--- config.mk ---
export PLATFORM = sky130hd
export DESIGN_NAME = spiker_collector_flat
export DESIGN_NICKNAME = d
export VERILOG_FILES = /design/src/rtl/spiker_collector_if.sv /design/src/rtl/spiker_collector.sv /design/src/flat_wrapper.sv
export SDC_FILE = /design/constraint.sdc
export NUM_CORES = 2
export LEC_CHECK = 0
export BUFFER_PORTS_ARGS = -buffer_cell sky130_fd_sc_hd__buf_2
export CAP_MARGIN = 5
export CORE_ASPECT_RATIO = 1.75
export CORE_MARGIN = 1.5
export CORE_UTILIZATION = 32
export CTS_BUF_LIST = sky130_fd_sc_hd__clkbuf_4
export DETAILED_ROUTE_END_ITERATION = 16
export PLACE_DENSITY = 0.59
export SLEW_MARGIN = 20
export SYNTH_ARGS = -nofsm -noshare
export SYNTH_HDL_FRONTEND = slang
export SYNTH_SLANG_ARGS = --single-unit
--- constraint.sdc ---
create_clock -name clk_i -period 4.2 [get_ports clk_i]
set_input_delay 0.63 -clock clk_i [delete_from_list [all_inputs] [get_ports clk_i]]
set_output_delay 0.63 -clock clk_i [all_outputs]
set_load 0.05 [all_outputs]
--- src/rtl/spiker_collector_if.sv ---
// spiker_collector_if: spike beat stream from the core plus the frame hand-off to the writer
interface spiker_collector_if #(
  parameter int WIDTH      = 32,
  parameter int DATA_WIDTH = 800
);
  logic [WIDTH-1:0]      spike_word_i;
  logic                  spike_valid_i;
  logic                  spike_last_i;
  logic                  spike_ready_o;
  logic [DATA_WIDTH-1:0] data_out_o;
  logic                  sample_o;
  logic                  writer_ready_i;
  modport master (
    output spike_word_i, spike_valid_i, spike_last_i, writer_ready_i,
    input  spike_ready_o, data_out_o, sample_o
  );
  modport slave (
    input  spike_word_i, spike_valid_i, spike_last_i, writer_ready_i,
    output spike_ready_o, data_out_o, sample_o
  );
endinterface

--- src/rtl/spiker_collector.sv ---
// spiker_collector: packs WIDTH-bit spike beats into a double-buffered DATA_WIDTH frame; SPIKER_COLLECTOR_POPCOUNT_EN adds spike_total_o
module spiker_collector #(
  parameter int WIDTH      = 32,
  parameter int DATA_WIDTH = 800
) (
  input  logic        clk_i,
  input  logic        rst_i,
  spiker_collector_if.slave bus,
`ifdef SPIKER_COLLECTOR_POPCOUNT_EN
  output logic [$clog2(DATA_WIDTH+1)-1:0] spike_total_o,
`endif
  output logic [15:0] frame_cnt_o
);
  localparam int N_WORDS = (DATA_WIDTH + WIDTH - 1) / WIDTH;
  localparam int WI      = N_WORDS > 1 ? $clog2(N_WORDS) : 1;
  localparam logic [WIDTH-1:0] LAST_MASK = {WIDTH{1'b1}} >> (N_WORDS*WIDTH - DATA_WIDTH);
  typedef enum logic {FILL, PEND} state_t;
  state_t                   state;
  logic [WI-1:0]            widx;
  logic [N_WORDS*WIDTH-1:0] asm_q;
  logic                     accept, xfer, word_last, frame_done;
  logic [WIDTH-1:0]         beat;
  assign accept     = bus.spike_ready_o && bus.spike_valid_i;
  assign word_last  = widx == WI'(N_WORDS - 1);
  assign frame_done = bus.spike_last_i || word_last;
  assign beat       = bus.spike_word_i & (word_last ? LAST_MASK : {WIDTH{1'b1}});
  // sample_o guard absorbs a writer that drops ready one cycle after a strobe
  assign xfer       = state == PEND && bus.writer_ready_i && !bus.sample_o;
  always_ff @(posedge clk_i) begin
    if (rst_i) begin
      state             <= FILL;
      widx              <= '0;
      asm_q             <= '0;
      bus.data_out_o    <= '0;
      bus.sample_o      <= 1'b0;
      bus.spike_ready_o <= 1'b1;
      frame_cnt_o       <= '0;
    end else begin
      bus.sample_o <= xfer;
      if (accept) begin
        asm_q[widx*WIDTH +: WIDTH] <= beat;
        widx <= frame_done ? '0 : widx + 1'b1;
        if (frame_done) begin
          state             <= PEND;
          bus.spike_ready_o <= 1'b0;
        end
      end
      if (xfer) begin
        bus.data_out_o    <= asm_q[DATA_WIDTH-1:0];
        asm_q             <= '0;
        frame_cnt_o       <= frame_cnt_o + 16'd1;
        state             <= FILL;
        bus.spike_ready_o <= 1'b1;
      end
    end
  end
`ifdef SPIKER_COLLECTOR_POPCOUNT_EN
  localparam int CW = $clog2(DATA_WIDTH + 1);
  logic [CW-1:0] acc;
  // accepts only happen in FILL and transfers only in PEND, so they never collide
  always_ff @(posedge clk_i) begin
    if (rst_i) begin
      acc           <= '0;
      spike_total_o <= '0;
    end else if (xfer) begin
      acc           <= '0;
      spike_total_o <= acc;
    end else if (accept) begin
      acc <= acc + CW'($countones(beat));
    end
  end
`endif
endmodule

--- src/flat_wrapper.sv ---
// flat-port wrapper written by rule: the top's interface ports become plain ports
module spiker_collector_flat 
#(
  parameter int WIDTH      = 32,
  parameter int DATA_WIDTH = 800
)
  (clk_i, rst_i, frame_cnt_o, bus_spike_word_i, bus_spike_valid_i, bus_spike_last_i, bus_writer_ready_i, bus_spike_ready_o, bus_data_out_o, bus_sample_o);
  spiker_collector_if #(.WIDTH(WIDTH), .DATA_WIDTH(DATA_WIDTH)) bus_i ();
  input  logic clk_i;
  input  logic rst_i;
  output logic [15:0] frame_cnt_o;
  input wire logic [$bits(bus_i.spike_word_i)-1:0] bus_spike_word_i;
  input wire logic [$bits(bus_i.spike_valid_i)-1:0] bus_spike_valid_i;
  input wire logic [$bits(bus_i.spike_last_i)-1:0] bus_spike_last_i;
  input wire logic [$bits(bus_i.writer_ready_i)-1:0] bus_writer_ready_i;
  output wire logic [$bits(bus_i.spike_ready_o)-1:0] bus_spike_ready_o;
  output wire logic [$bits(bus_i.data_out_o)-1:0] bus_data_out_o;
  output wire logic [$bits(bus_i.sample_o)-1:0] bus_sample_o;
  assign bus_i.spike_word_i = bus_spike_word_i;
  assign bus_i.spike_valid_i = bus_spike_valid_i;
  assign bus_i.spike_last_i = bus_spike_last_i;
  assign bus_i.writer_ready_i = bus_writer_ready_i;
  assign bus_spike_ready_o = bus_i.spike_ready_o;
  assign bus_data_out_o = bus_i.data_out_o;
  assign bus_sample_o = bus_i.sample_o;
  spiker_collector #(.WIDTH(WIDTH), .DATA_WIDTH(DATA_WIDTH)) u_core (.clk_i(clk_i), .rst_i(rst_i), .bus(bus_i), .frame_cnt_o(frame_cnt_o));
endmodule
# After elaboration in Yosys (flattened, before gate mapping)
# Cells that the tools add are included.
word_totals:
  register_bits: 1624
  elab_cells: 22
op_classes:
  n_addsub: 3
  n_eq_ne: 1
  n_shift: 2
  muxes: 2
  reduce_logical: 7
op_table:
  columns: ["op", "n"]
  rows:
  - ["800-bit bitwise mux", 1]
  - ["32-bit by 34-bit variable shift with 800-bit output, first input constant", 1]
  - ["32-bit by 34-bit variable part select with 800-bit output", 1]
  - ["10-bit negator with 34-bit output", 1]
  - ["16-bit by 1-bit adder with 16-bit output, second input constant", 1]
  - ["5-bit by 1-bit adder with 5-bit output, second input constant", 1]
  - ["5-bit equality test, second input constant", 1]
  - ["5-bit 2-to-1 mux", 1]
  - ["1-bit logical AND", 3]
  - ["2-bit AND reduction", 1]
  - ["2-bit OR reduction", 1]
  - ["1-bit zero test", 1]
  - ["1-bit logical OR", 1]

# Longest topological paths before layout
depth:
  depth_word: 3
  mapped_depth: 14
  mapped_depth_nobuf: 10

# Worst setup path before layout
# OpenSTA, ideal clock, no wires.
synth_timing:
  kind: "reg2reg"
  startpoint: "register u_core.widx[0]"
  endpoint: "register u_core.asm_q[358]"
  setup_time_ps: 70
  arrival_ps: 2792
  slack_ps: 1338
  stages_incl_launch_ff: 15
  path_buffers: 4
  synth_period_minus_slack_ps: 2862
  path_cell_list: "dfxtp_1 -> buf_2 -> inv_1 -> ha_1 -> nand2b_1 -> nor2_1 -> ha_1 -> and3b_1 -> clkbuf_1 -> nor4b_1 -> and2_1 -> clkbuf_1 -> buf_2 -> nand4_1 -> a21oi_1"
synth_between:
  elab_chain_len: 3
synth_rtl:
  columns: ["element", "line", "rtl"]
  rows:
  - ["from (decl)", "spiker_collector.sv:19", "logic [WI-1:0] widx;"]
  - ["from (signal assigned)", "spiker_collector.sv:42", "widx <= frame_done ? '0 : widx + 1'b1;"]
  - ["10-bit negator with 34-bit output *", "spiker_collector.sv:41", "asm_q[widx*WIDTH +: WIDTH] <= beat;"]
  - ["32-bit by 34-bit variable part select with 800-bit output / 32-bit by 34-bit variable shift with 800-bit output (equally long branches)", "spiker_collector.sv:41", null]
  - ["800-bit bitwise mux *", "spiker_collector.sv:41", null]
  - ["to (signal, indexed assignment)", "spiker_collector.sv:41", null]
  - ["to (decl)", "spiker_collector.sv:20", "logic [N_WORDS*WIDTH-1:0] asm_q;"]
# Mark *: on every way between the ends. The rest lies on a longest branch, timed or not.
# A chain may end at the register's enable or synchronous reset.

# Final worst setup path
layout_timing:
  startpoint: "register u_core.widx[0]"
  endpoint: "register u_core.asm_q[373]"
# Same word-level chain as after synthesis.

==> results.json <==
{
  "finalNetCount": 7403,
  "vias_per_cell": 5.25,
  "crit_path_start_kind": "register",
  "outcome": "finished clean",
  "vdd_drop_max_mv": 0.253,
  "overflow": 0,
  "synthCells": 6593,
  "path_class": "register to register",
  "crit_arrival_ps": 5040,
  "drv_cap": 0,
  "cts.sinks": 1624,
  "grt_pass1_vias": 47400,
  "gr-usage-all-layers": 0.241,
  "grt_max_degree": 237,
  "drive_gt1_frac": 0.221,
  "grt_antenna_before_repair": 20,
  "die_h_um": 557,
  "crit_family": "simple AND/OR/NAND/NOR gates",
  "drt_iter0_markers": 4900,
  "finalCriticalPeriod_ps": 4050,
  "clock_latency_ps": 1200,
  "ys_ff_latch": 1624,
  "synth_top_area_cell": "dfxtp_1",
  "htreeDepth": 5,
  "path_cells": "inv_1 -> ha_1 -> nand2b_1 -> nor2_1 -> ha_4 -> and3b_1 -> nor4b_1 -> buf_4 -> and2_1 -> buf_4 -> nand4_1 -> a21oi_1",
  "synth_compound_area_frac": 0.173,
  "drcViolationCount": 0,
  "port_buffers": 854,
  "yosysWarnings": 0,
  "power.density_nw_per_um2": 444,
  "synth.avg_cell_area_um2": 8.53,
  "core_area_um2": 175000,
  "cts_made_buffers": 381,
  "final_max_slew_viol_count": 0,
  "antenna_left": 0,
  "fin_cells": 9911,
  "cp_max_fo": 25,
  "cts_tree": "yes",
  "fill_cells": 18100,
  "synth_xor_area_frac": 0.00343,
  "clockBufferDepth": 4,
  "cp_num_buf_inv": 3,
  "wl_per_cell_um": 22.8,
  "required_ps": 5190,
  "power_mw": 30.1,
  "ios": 855,
  "period_share": 0.965,
  "rows": 203,
  "synth_cell_types": 40,
  "rsz0062_at_grt": "no",
  "mappedNetlistArea_um2": 56200,
  "p_leak_nw": 25.4,
  "timing.hold.ws_ps": 340,
  "synth_top_family_by_area": "simple AND/OR/NAND/NOR gates",
  "cts.clk_slew.worst_paths_ps": 70,
  "min_path_type": "input port to register",
  "crit_top_cell": "buf_4",
  "yosysTopAreaCellShare": 0.578,
  "final_cell_mix": "nand2_1, dfxtp_1, a21oi_1, buf_2, nand3_1",
  "tightestPinTransition_ps": 1320,
  "max_freq_mhz": 247,
  "layout_commonest_cell": "nand2_1",
  "synth_fa_ha_area_frac": 0.000890,
  "start_util": 0.322,
  "finClkSkew_ps": 151,
  "synthMuxAreaShare": 0.000556,
  "cp-end-kind": "register",
  "syn_to_final_growth_pct": 20.6,
  "totalWireLength_mm": 226,
  "num_vias": 52000,
  "synth_nets": 6634,
  "cts-resized-gates": 0,
  "dieWidth_um": 320,
  "placed_cells": 9197,
  "die_area_um2": 178000,
  "clockRootBuffer": "clkbuf_4",
  "slowest_delay_ps": 830,
  "slew_headroom": 0.122,
  "gp_congestion": 0.800,
  "synth-edff-count": 0,
  "dp_hpwl_mm": 139,
  "drtPass1Iterations": 6,
  "hold_viol": 0,
  "yosys-top-cells-area": "dfxtp_1, nand2_1, a21oi_1, o31ai_1, nand3_1",
  "grt_pass1_wl_mm": 320,
  "cp_slowest_cell": "nor4b_1",
  "setup_tns_ps": 0,
  "synthSimpleGateAreaFrac": 0.199,
  "ys_seq_area_frac": 0.578,
  "ys.flop_type": "dfxtp_1",
  "setup_viol": 0,
  "async_reset_ff_frac": 0
}
-- worst paths after layout --
kind / endpoint / startpoint / cells past startpoint / slack, ps
max: u_core.asm_q[373] / u_core.widx[0] / 12 / 150
min: u_core.asm_q[23] / bus_spike_word_i[23] / 4 / 340
max reg2reg: u_core.asm_q[373] / u_core.widx[0] / 12 / 150
min reg2reg: u_core.bus.data_out_o[515] / u_core.asm_q[515] / 2 / 340
-- registers in the layout, indices dropped and copies added (netlist names) --
signal	cells
u_core.asm_q	800
u_core.bus.data_out_o	800
u_core.frame_cnt_o	16
u_core.widx	5
u_core.bus.sample_o	1
u_core.bus.spike_ready_o	1
u_core.state	1
-- synth_stat cells (5+ instances only) --
cell type and instances:
a21oi_1 908, xnor2_1 6, xor2_1 16, dfxtp_1 1624, a22o_1 49, nor3_1 13
and2_1 5, a31o_2 6, buf_2 38, buf_1 73, and3_1 10, nand3_2 11
nand2_1 1855, nand4_1 58, o31ai_1 551, o21ai_0 91, clkbuf_1 539, nor2_1 30
nor2b_1 6, nand3_1 664
-- kinds of logic after synthesis --
kind of cell | after synthesis
compound gates | 1613
xor+xnor | 22
fa+ha+maj | 4
buf+inv | 657
flops | 1624
mux | 3
simple gates | 2670
-- layout make-up --
class                   instances  area [µm²]  area share
clock inverters               103         692      0.0102
multi-input cells            4312       21500       0.317
repair buffers               1039        6050      0.0892
inverters                       4        15.0    0.000221
clock buffers                 562        4220      0.0622
diodes                         12        30.0    0.000443
flip-flops and latches       1624       32500       0.480
well taps                    2255        2820      0.0416
-- layer usage --
| layer | up-vias | share of wire | track usage |
|---|---|---|---|
| met5 | - | 0.00023 | 0 |
| met4 | 8 | 0.040 | 0.101 |
| met3 | 448 | 0.078 | 0.0522 |
| met2 | 2351 | 0.46 | 0.386 |
| met1 | 24900 | 0.42 | 0.312 |
| li1 | 24300 | - | - |
-- per-stage QoR --
step | setup slack, ps | utilization | cell area [µm²]
after floorplan | 1340 | - | 56200
after global placement | 490 | 0.357 | 62500
after detailed placement | 392 | 0.357 | 62500
after CTS | 232 | 0.388 | 67700
after global routing | 30.3 | 0.388 | 67800
final | 146 | 0.388 | 67800
-- repair_timing --
| item | in CTS | in global routing |
|---|---|---|
| setup buffers | 0 | 0 |
| hold buffers | 36 | 0 |
| endpoints found under the hold margin | 249 | 0 |
-- power breakdown --
group	internal (mW)	switching, mW	leakage, nW
Sequential	15.4	0.0198	13.1
Combinational	0.225	1.35	9.43
Clock	6.64	6.47	2.89
Total	22.3	7.84	25.4
-- worst min-delay path, stage by stage --
cell	delay, ps
dlygate4sd3_1	530
buf_2	150
nand2_1	60
a21oi_1	50
Note: power is estimated with default switching activity, not from simulation.
